$ cat config.mk
export PLATFORM = sky130hd
export DESIGN_NAME = alu_arbiter
export DESIGN_NICKNAME = d
export VERILOG_FILES = /design/src/rtl/alu_arbiter.sv
export SDC_FILE = /design/constraint.sdc
export NUM_CORES = 1
export LEC_CHECK = 0
export ABC_AREA = 1
export CAP_MARGIN = 20
export CORE_AREA = 4 4 103 105
export CTS_BUF_LIST = sky130_fd_sc_hd__clkbuf_8
export CTS_CLUSTER_SIZE = 20
export DETAILED_ROUTE_END_ITERATION = 8
export DIE_AREA = 0 0 107 109
export PLACE_DENSITY = 0.79
export SLEW_MARGIN = 20
export SYNTH_ARGS = -nofsm -noshare
export SYNTH_HDL_FRONTEND = slang
export SYNTH_SLANG_ARGS = --single-unit
$ cat constraint.sdc
create_clock -name clk -period 3.7 [get_ports clk]
set_input_delay 0.925 -clock clk [delete_from_list [all_inputs] [get_ports clk]]
set_output_delay 0.925 -clock clk [all_outputs]
set_load 0.01 [all_outputs]
$ cat src/rtl/alu_arbiter.sv
// Round-robin arbiter sharing one ALU between NUM_REQ requesters.
// The ALU is driven combinationally from the granted requester. Its result
// and zero flag are captured into a single slot on the grant edge, then held
// until the owning requester takes them.

`ifndef DATA_SIZE
`define DATA_SIZE 32
`endif

// state    | meaning
// ST_EMPTY | no result held; any valid request may be granted
// ST_FULL  | result held for r_resp_id until that requester asserts resp_ready
module alu_arbiter #(
   parameter int NUM_REQ = 2,
   parameter int DATA_W  = `DATA_SIZE
) (
   input  logic                      clk,
   input  logic                      rst_n,
   input  logic [NUM_REQ-1:0]        i_req_valid,
   output logic [NUM_REQ-1:0]        o_req_ready,
   input  logic [NUM_REQ*2-1:0]      i_req_ctrl,
   input  logic [NUM_REQ*DATA_W-1:0] i_req_in_1,
   input  logic [NUM_REQ*DATA_W-1:0] i_req_in_2,
   output logic [NUM_REQ-1:0]        o_resp_valid,
   input  logic [NUM_REQ-1:0]        i_resp_ready,
   output logic [DATA_W-1:0]         o_resp_out,
   output logic                      o_resp_zero,
   output logic [1:0]                o_alu_ctrl,
   output logic [DATA_W-1:0]         o_alu_in_1,
   output logic [DATA_W-1:0]         o_alu_in_2,
   input  logic [DATA_W-1:0]         i_alu_out,
   input  logic                      i_alu_zero
);

   localparam int IDX_W = $clog2(NUM_REQ);
   localparam logic [IDX_W-1:0] LAST_IDX  = IDX_W'(NUM_REQ - 1);
   localparam logic [IDX_W:0]   NUM_REQ_W = (IDX_W + 1)'(NUM_REQ);

   typedef enum logic {
      ST_EMPTY = 1'b0,
      ST_FULL  = 1'b1
   } state_t;

   state_t             r_state;
   state_t             w_state_nxt;
   logic [IDX_W-1:0]   r_rr_ptr;
   logic [IDX_W-1:0]   r_resp_id;
   logic [DATA_W-1:0]  r_resp_out;
   logic               r_resp_zero;

   logic [IDX_W:0]     w_cand;
   logic [IDX_W-1:0]   w_grant_idx;
   logic               w_grant_found;
   logic               w_can_grant;
   logic               w_accept;
   logic [IDX_W-1:0]   w_rr_ptr_nxt;

   // Round-robin search: first valid requester starting at r_rr_ptr, wrapping.
   always_comb begin
      w_cand        = '0;
      w_grant_idx   = '0;
      w_grant_found = 1'b0;
      for (int k = 0; k < NUM_REQ; k++) begin
         w_cand = {1'b0, r_rr_ptr} + (IDX_W + 1)'(k);
         if (w_cand >= NUM_REQ_W) begin
            w_cand = w_cand - NUM_REQ_W;
         end
         if (!w_grant_found && i_req_valid[w_cand[IDX_W-1:0]]) begin
            w_grant_found = 1'b1;
            w_grant_idx   = w_cand[IDX_W-1:0];
         end
      end
   end

   // The slot is free when empty, or when its owner consumes it this cycle.
   // Reset is folded in so nothing is accepted while rst_n is low.
   assign w_can_grant  = rst_n & ((r_state == ST_EMPTY) | i_resp_ready[r_resp_id]);
   assign w_accept     = w_can_grant & w_grant_found;
   assign w_rr_ptr_nxt = (w_grant_idx == LAST_IDX) ? '0 : w_grant_idx + IDX_W'(1);

   // Grant handshake and ALU operand mux from the granted requester.
   always_comb begin
      o_req_ready = '0;
      o_alu_ctrl  = '0;
      o_alu_in_1  = '0;
      o_alu_in_2  = '0;
      for (int i = 0; i < NUM_REQ; i++) begin
         if (w_accept && (w_grant_idx == IDX_W'(i))) begin
            o_req_ready[i] = 1'b1;
            o_alu_ctrl     = i_req_ctrl[2*i +: 2];
            o_alu_in_1     = i_req_in_1[DATA_W*i +: DATA_W];
            o_alu_in_2     = i_req_in_2[DATA_W*i +: DATA_W];
         end
      end
   end

   // Result valid goes only to the owner of the held slot.
   always_comb begin
      o_resp_valid = '0;
      for (int i = 0; i < NUM_REQ; i++) begin
         o_resp_valid[i] = (r_state == ST_FULL) && (r_resp_id == IDX_W'(i));
      end
   end

   assign o_resp_out  = r_resp_out;
   assign o_resp_zero = r_resp_zero;

   // Next-state: a grant always refills the slot; a consume without grant drains it.
   always_comb begin
      w_state_nxt = r_state;
      case (r_state)
         ST_EMPTY: begin
            if (w_accept) begin
               w_state_nxt = ST_FULL;
            end
         end
         ST_FULL: begin
            if (w_accept) begin
               w_state_nxt = ST_FULL;
            end else if (i_resp_ready[r_resp_id]) begin
               w_state_nxt = ST_EMPTY;
            end
         end
         default: w_state_nxt = ST_EMPTY;
      endcase
   end

   // State register.
   always_ff @(posedge clk or negedge rst_n) begin
      if (!rst_n) begin
         r_state <= ST_EMPTY;
      end else begin
         r_state <= w_state_nxt;
      end
   end

   // Result slot, owner id and round-robin pointer; all move only on a grant.
   always_ff @(posedge clk or negedge rst_n) begin
      if (!rst_n) begin
         r_rr_ptr    <= '0;
         r_resp_id   <= '0;
         r_resp_out  <= '0;
         r_resp_zero <= 1'b0;
      end else if (w_accept) begin
         r_rr_ptr    <= w_rr_ptr_nxt;
         r_resp_id   <= w_grant_idx;
         r_resp_out  <= i_alu_out;
         r_resp_zero <= i_alu_zero;
      end
   end

   // Handshake outputs must never address more than one requester.
   a_req_ready_onehot : assert property (@(posedge clk) disable iff (!rst_n)
      $onehot0(o_req_ready));
   a_resp_valid_onehot : assert property (@(posedge clk) disable iff (!rst_n)
      $onehot0(o_resp_valid));

endmodule

==> results.py, run 1 <==
metrics = {
    "outcome": {
        "status": "finished clean",
    },
    "power_and_ir_drop": {
        "clkPwrFrac": 0.129,
        "switching_share": 0.3815,
        "ir_worst_vdd_mv": 0.1922,
        "p_seq_frac": 0.267,
        "comb_power_share": 0.604,
        "p_int_mw": 1.350,
        "switching_power_mw": 0.8325,
        "power_density_nw_per_um2": 376.1,
        "power_leakage_nw": 2.607,
    },
    "timing": {
        "post-route-min-period_ns": 3.594,
        "hold_viol_final": 0,
        "worst_pin_slew_ns": 0.4400,
        "setup_viol": 0,
        "setup_ws_ns": 0.1059,
        "slew_violations": 0,
        "finalCritPeriodShare": 0.9714,
        "max_freq_ghz": 0.2782,
        "grt_setup_unrepaired": "yes",
        "skew_ns": 0.006445,
        "maxSlewHeadroom": 0.7066,
    },
    "route": {
        "drc": 0,
        "avgRoutedWirePerCell_um": 16.81,
        "route.vias.total": 4011,
        "viasPerCell": 5.071,
        "wl_um": 13300,
        "drt_iter0_markers": 254,
        "first_pass_iters": 4,
        "postRouteAntennaNets": 0,
    },
    "logic_synthesis": {
        "synth_common_cells": "nand2_1, nand4_1, buf_2",
        "synth.largest_area_cell": "dfrtp_1",
        "synth_top_area_share": 0.3214,
        "synthAdderAreaFrac": 0,
        "synthesis.area_um2": 2803,
        "synth.yosys.seq_area_share": 0.3214,
        "yosys.area_share.simple": 0.5567,
        "ys.flop_type": "dfrtp_1",
        "synth_warnings": 0,
        "synth-xor-area-share": 0,
        "synth.avg_cell_area_um2": 6.819,
        "ys_types": 18,
        "ys_ff_latch": 36,
        "synth_edf_count": 0,
        "async_reset_ff_frac": 1.000,
        "synthCells": 411,
        "synth_top_family_by_area": "simple AND/OR/NAND/NOR gates",
        "synth-compound-area-share": 0.008482,
        "synthMuxAreaShare": 0,
        "syn-num-nets": 582,
        "synth_area_leaders": "dfrtp_1, nand4_1, nand2_1, buf_2, nand3_1",
        "yosysMostFrequentCell": "nand2_1",
    },
    "setup_path": {
        "critPathLaunchType": "input port",
        "r2r-end": "o_resp_out[23]",
        "worstPathArrival_ns": 2.67,
        "crit_required_ns": 2.77,
        "crit_type": "in -> out",
        "critPathMaxFanout": 63,
        "r2r_cells": 8,
        "end_kind": "output pin",
        "rr_startpoint": "r_resp_id",
        "ff2ff_setup_slack_ns": 2.03,
    },
    "global_routing": {
        "antenna_found_initial": 1,
        "grt_pass1_wl_um": 19920,
        "grt_remaining_overflow": 0,
        "grt_max_degree": 64,
        "grt_usage": 0.2126,
        "grt_pass1_vias": 4007,
    },
    "cts": {
        "cts_tree": "done",
        "clockRootBuffer": "clkbuf_8",
        "holdBufCountCts": 0,
        "cts.clk_slew.worst_paths_ns": 0.07,
        "clkLatencyLatePin_ns": 0.28,
        "h-tree-depth": 2,
        "clock-sinks": 36,
        "cts.path.max_buffers": 2,
        "cts_made_buffers": 5,
    },
    "cells_and_area": {
        "fillerInstances": 873,
        "fin_nets": 828,
        "utilization": 0.6019,
        "syn_to_final_growth_pct": 107.0,
        "diodes": 0,
        "drive_gt1_frac": 0.05471,
    },
    "worst_hold_path": {
        "hold_end": "o_resp_out[29]",
        "hp-start": "o_resp_out[29]",
        "holdPathStages": 2,
        "min_path_type": "reg -> reg",
    },
    "floorplanning": {
        "core_um2": 9639,
        "die_y_um": 109,
        "ioPinCount": 274,
        "dieArea_um2": 11660,
        "initial_core_util": 0.2908,
        "row_count": 36,
        "die_x_um": 107,
    },
    "place": {
        "dp_slack_ns": -0.05458,
        "hpwl_um": 10280,
        "gp_congestion": 0.8502,
        "port-buffer-count": 273,
    },
    "job": {
        "max_cap_violations": 0,
    },
}
## area by class of cell
type                       count  area (um^2)  area share
timing repair buffer         293         3019      0.5204
multi-input combinational    315         1599      0.2756
sequential                    36        900.9      0.1553
tap                          133        166.4     0.02868
clock buffer                   6        82.58     0.01423
inverter                       6        22.52    0.003882
clock inverter                 2        11.26    0.001941
## placed cells by master (no fill, tap or decap), drive strengths merged
master	n
bufbuf	1
dfrtp	36
nand2	140
clkinvlp	1
a21oi	1
nor2	5
o21ai	3
buf	20
clkbuf	6
nand4	132
nand3	34
dlygate4sd2	3
inv	7
dlymetal6s2s	2
clkdlybuf4s50	267
## power by group through the flow
stage | Sequential (mW) | Clock (mW) | Combinational [mW]
after floorplan | 0.638 | 0 | 0.518
after global placement | 0.583 | 0 | 1.28
after detailed placement | 0.589 | 0 | 1.31
after CTS | 0.582 | 0.296 | 1.33
after global routing | 0.600 | 0.309 | 1.42
final | 0.582 | 0.282 | 1.32
## per-stage QoR
| step | hold slack (ns) | instances | area, um^2 | total power, mW | setup TNS (ns) |
|---|---|---|---|---|---|
| 4_1_cts | 0.4749 | 791 | 5789 | 2.204 | 0 |
| 3_3_place_gp | 0.4532 | 778 | 5617 | 1.866 | -0.05148 |
| 6_report | 0.4696 | 791 | 5802 | 2.182 | 0 |
| 3_5_place_dp | 0.4573 | 778 | 5617 | 1.897 | -0.5102 |
| 2_1_floorplan | 0.4588 | 411 | 2803 | 1.155 | 0 |
| 5_1_grt | 0.4913 | 791 | 5802 | 2.331 | -0.06663 |
## critical path: stages
cell	delay, ns
clkdlybuf4s50_1	0.45
nand2_1	0.08
nand3_4	0.15
buf_16	0.25
nand4_1	0.17
nand2_1	0.09
clkdlybuf4s50_1	0.53
## layer usage
layer,up-vias,track usage,share of wire
li1,1974,-,-
met1,1825,0.2292,0.37
met2,180,0.4011,0.52
met3,30,0.05565,0.074
met4,2,0.07397,0.030
met5,-,0,0.0011
## sequential cells by signal, summed over array words and instances (netlist names)
register     cells
o_resp_out      32
o_resp_zero      1
r_rr_ptr         1
r_resp_id        1
r_state          1
## what timing repair did
item	in CTS	in global routing
endpoints found under the setup margin	32	23
resized for setup	4	3
gates cloned	2	0
pin swaps	1	1
buffers inserted	3	0
## worst max path at each step
stage               startpoint              to  slack [ns]  depth (start not counted)
2_1_floorplan            rst_n   o_alu_ctrl[0]        1.17                          6
3_3_place_gp    i_req_valid[0]  o_alu_in_1[29]       -0.03                          7
3_5_place_dp    i_req_valid[0]   o_alu_in_2[9]       -0.05                          7
4_1_cts        i_resp_ready[1]   o_alu_in_1[9]        0.07                          7
5_1_grt        i_resp_ready[0]  o_alu_in_2[31]       -0.03                          7
6_report       i_resp_ready[0]   o_alu_in_1[9]        0.11                          7
## kinds of logic after synthesis
kind of cell,after synthesis
flip-flops,36
AND/OR/NAND/NOR,311
buffers and inverters,60
AO/OA/AOI/OAI,4
Note: power is estimated with default switching activity, not from simulation.
==> run 2: changes to the inputs <==
Settings changed: PLACE_DENSITY 0.79 to unset, PLACE_DENSITY_LB_ADDON set to 0.08.
==> run 2 against run 1 <==
Compared with the run above:
- clock power increased by 2%
- via count increased by 4.6%
- sequential power about the same
- sequential share of layout area decreased by 0.82 points
- critical path type unchanged
- largest power group unchanged
==> results.py, run 2 (same netlist as run 1, synthesis figures left out) <==
metrics = {
    "route": {
        "viasPerCell": 5.257,
        "drc": 0,
        "drt_iter0_markers": 227,
        "postRouteAntennaNets": 0,
        "wl_um": 14350,
        "avgRoutedWirePerCell_um": 17.98,
        "route.vias.total": 4195,
        "first_pass_iters": 4,
    },
    "cts": {
        "h-tree-depth": 2,
        "clockRootBuffer": "clkbuf_8",
        "clkLatencyLatePin_ns": 0.27,
        "cts.path.max_buffers": 2,
        "cts.clk_slew.worst_paths_ns": 0.06,
        "holdBufCountCts": 0,
        "cts_tree": "done",
        "clock-sinks": 36,
        "cts_made_buffers": 5,
    },
    "cells_and_area": {
        "seqCellArea_um2": 900.9,
        "fillerInstances": 870,
        "final_cell_mix": "clkdlybuf4s50_1, nand2_1, nand4_1",
        "drive_gt1_frac": 0.06617,
        "layout_commonest_cell": "clkdlybuf4s50_1",
        "fin_nets": 836,
        "diodes": 0,
        "multi_input_area_um2": 1599,
        "syn_to_final_growth_pct": 118.5,
        "largest_reg_flops": 32,
        "utilization": 0.6354,
    },
    "worst_hold_path": {
        "min_path_type": "reg -> reg",
    },
    "floorplanning": {
        "ioPinCount": 274,
        "core_um2": 9639,
        "die_y_um": 109,
        "initial_core_util": 0.2908,
        "dieArea_um2": 11660,
        "die_x_um": 107,
        "row_count": 36,
    },
    "timing": {
        "maxSlewHeadroom": 0.7002,
        "grt_setup_unrepaired": "no",
        "hold_ws_ns": 0.4683,
        "setup_viol": 0,
        "skew_ns": 0.002969,
        "worst_pin_slew_ns": 0.4496,
        "finalCritPeriodShare": 0.9300,
        "max_freq_ghz": 0.2906,
        "slew_violations": 0,
        "tns_ns": 0,
        "post-route-min-period_ns": 3.441,
        "hold_viol_final": 0,
    },
    "power_and_ir_drop": {
        "p_int_mw": 1.381,
        "switching_share": 0.3770,
        "clkPwrFrac": 0.130,
        "power_leakage_nw": 3.739,
        "power_density_nw_per_um2": 361.9,
        "switching_power_mw": 0.8356,
        "p_seq_frac": 0.262,
        "ir_worst_vdd_mv": 0.1562,
        "comb_power_share": 0.608,
    },
    "global_routing": {
        "grt_remaining_overflow": 0,
        "grt_usage": 0.2149,
        "grt_pass1_wl_um": 20240,
        "antenna_found_initial": 0,
        "grt_pass1_vias": 4050,
        "grt_max_degree": 72,
    },
    "setup_path": {
        "crit_required_ns": 2.77,
        "critPathMaxFanout": 17,
        "end_kind": "output pin",
        "critPathLaunchType": "input port",
        "worstPathArrival_ns": 2.52,
        "crit_type": "in -> out",
    },
    "outcome": {
        "status": "finished clean",
    },
    "place": {
        "port-buffer-count": 273,
        "gp_congestion": 0.7749,
        "hpwl_um": 10510,
    },
    "job": {
        "max_cap_violations": 0,
    },
}
==> run 2: changes by cell type in the layout (fill, tap and decap cells not counted), sizes merged <==
cell,before,now
buf,20,25
clkdlybuf4s50,267,204
clkinvlp,1,0
inv,7,6
bufbuf,1,0
dlymetal6s2s,2,67
clkbuf,6,11
dlygate4sd2,3,1
==> run 2: critical path, cell delays in order <==
cell and delay [ns]:
clkdlybuf4s50_1 0.52, nor2_2 0.07, nor2_4 0.18, buf_12 0.16, buf_8 0.17, nand4_1 0.10, nand2_1 0.07, dlygate4sd2_1 0.31
==> run 2: timing repair <==
action                     CTS  global route
setup buffers                0             3
setup endpoints to repair    1            67
gates cloned                 0             6
resized for setup            1            69
==> run 2: path summary, 6_finish.rpt <==
check                      cells past startpoint  slack (ns)            from        endpoint
setup / recovery                               8        0.26  i_req_valid[1]  o_alu_in_2[18]
hold / removal                                 2        0.47  o_resp_out[25]  o_resp_out[25]
setup reg to reg                               7        2.16       r_resp_id       r_resp_id
hold reg to reg                                2        0.47  o_resp_out[25]  o_resp_out[25]
max in group asynchronous                      2        2.65           rst_n  o_resp_out[24]
min in group asynchronous                      2        0.73           rst_n        r_rr_ptr
==> run 2: layer usage <==
metal	vias up	GRT usage	part of all wire
li1	1988	-	-
met1	1972	0.2376	0.36
met2	196	0.3894	0.51
met3	39	0.06690	0.090
met4	0	0.07580	0.035
met5	-	0	0
==> run 2: through the flow <==
step	instance area [um^2]	std cells	setup slack (ns)	power [mW]
2_1_floorplan	2803	411	1.167	1.155
3_3_place_gp	5697	782	0.03515	1.920
3_5_place_dp	5697	782	0.002157	1.938
4_1_cts	5792	789	0.003114	2.240
5_1_grt	6125	798	0.1649	2.370
6_report	6125	798	0.2589	2.217
==> run 2: power by group through the flow <==
stage / logic (mW) / registers (mW) / clock network, mW
finish: 1.35 / 0.581 / 0.287
global route: 1.45 / 0.599 / 0.318
CTS: 1.35 / 0.582 / 0.304
detailed placement: 1.35 / 0.588 / 0
global placement: 1.34 / 0.584 / 0
floorplan: 0.518 / 0.638 / 0
==> run 2: area by class of cell <==
cell class	count	share of cell area
clock buffers	7	0.01573
inverters	6	0.003677
multi-input cells	315	0.2611
flip-flops and latches	36	0.1471
well taps	133	0.02717
repair buffers	301	0.5453
==> run 3: changes to the inputs <==
Settings changed: CTS_CLUSTER_SIZE 20 to 8.
==> results of run 3 <==
No change in the layout: final DEF, timing and power equal those of run 2.
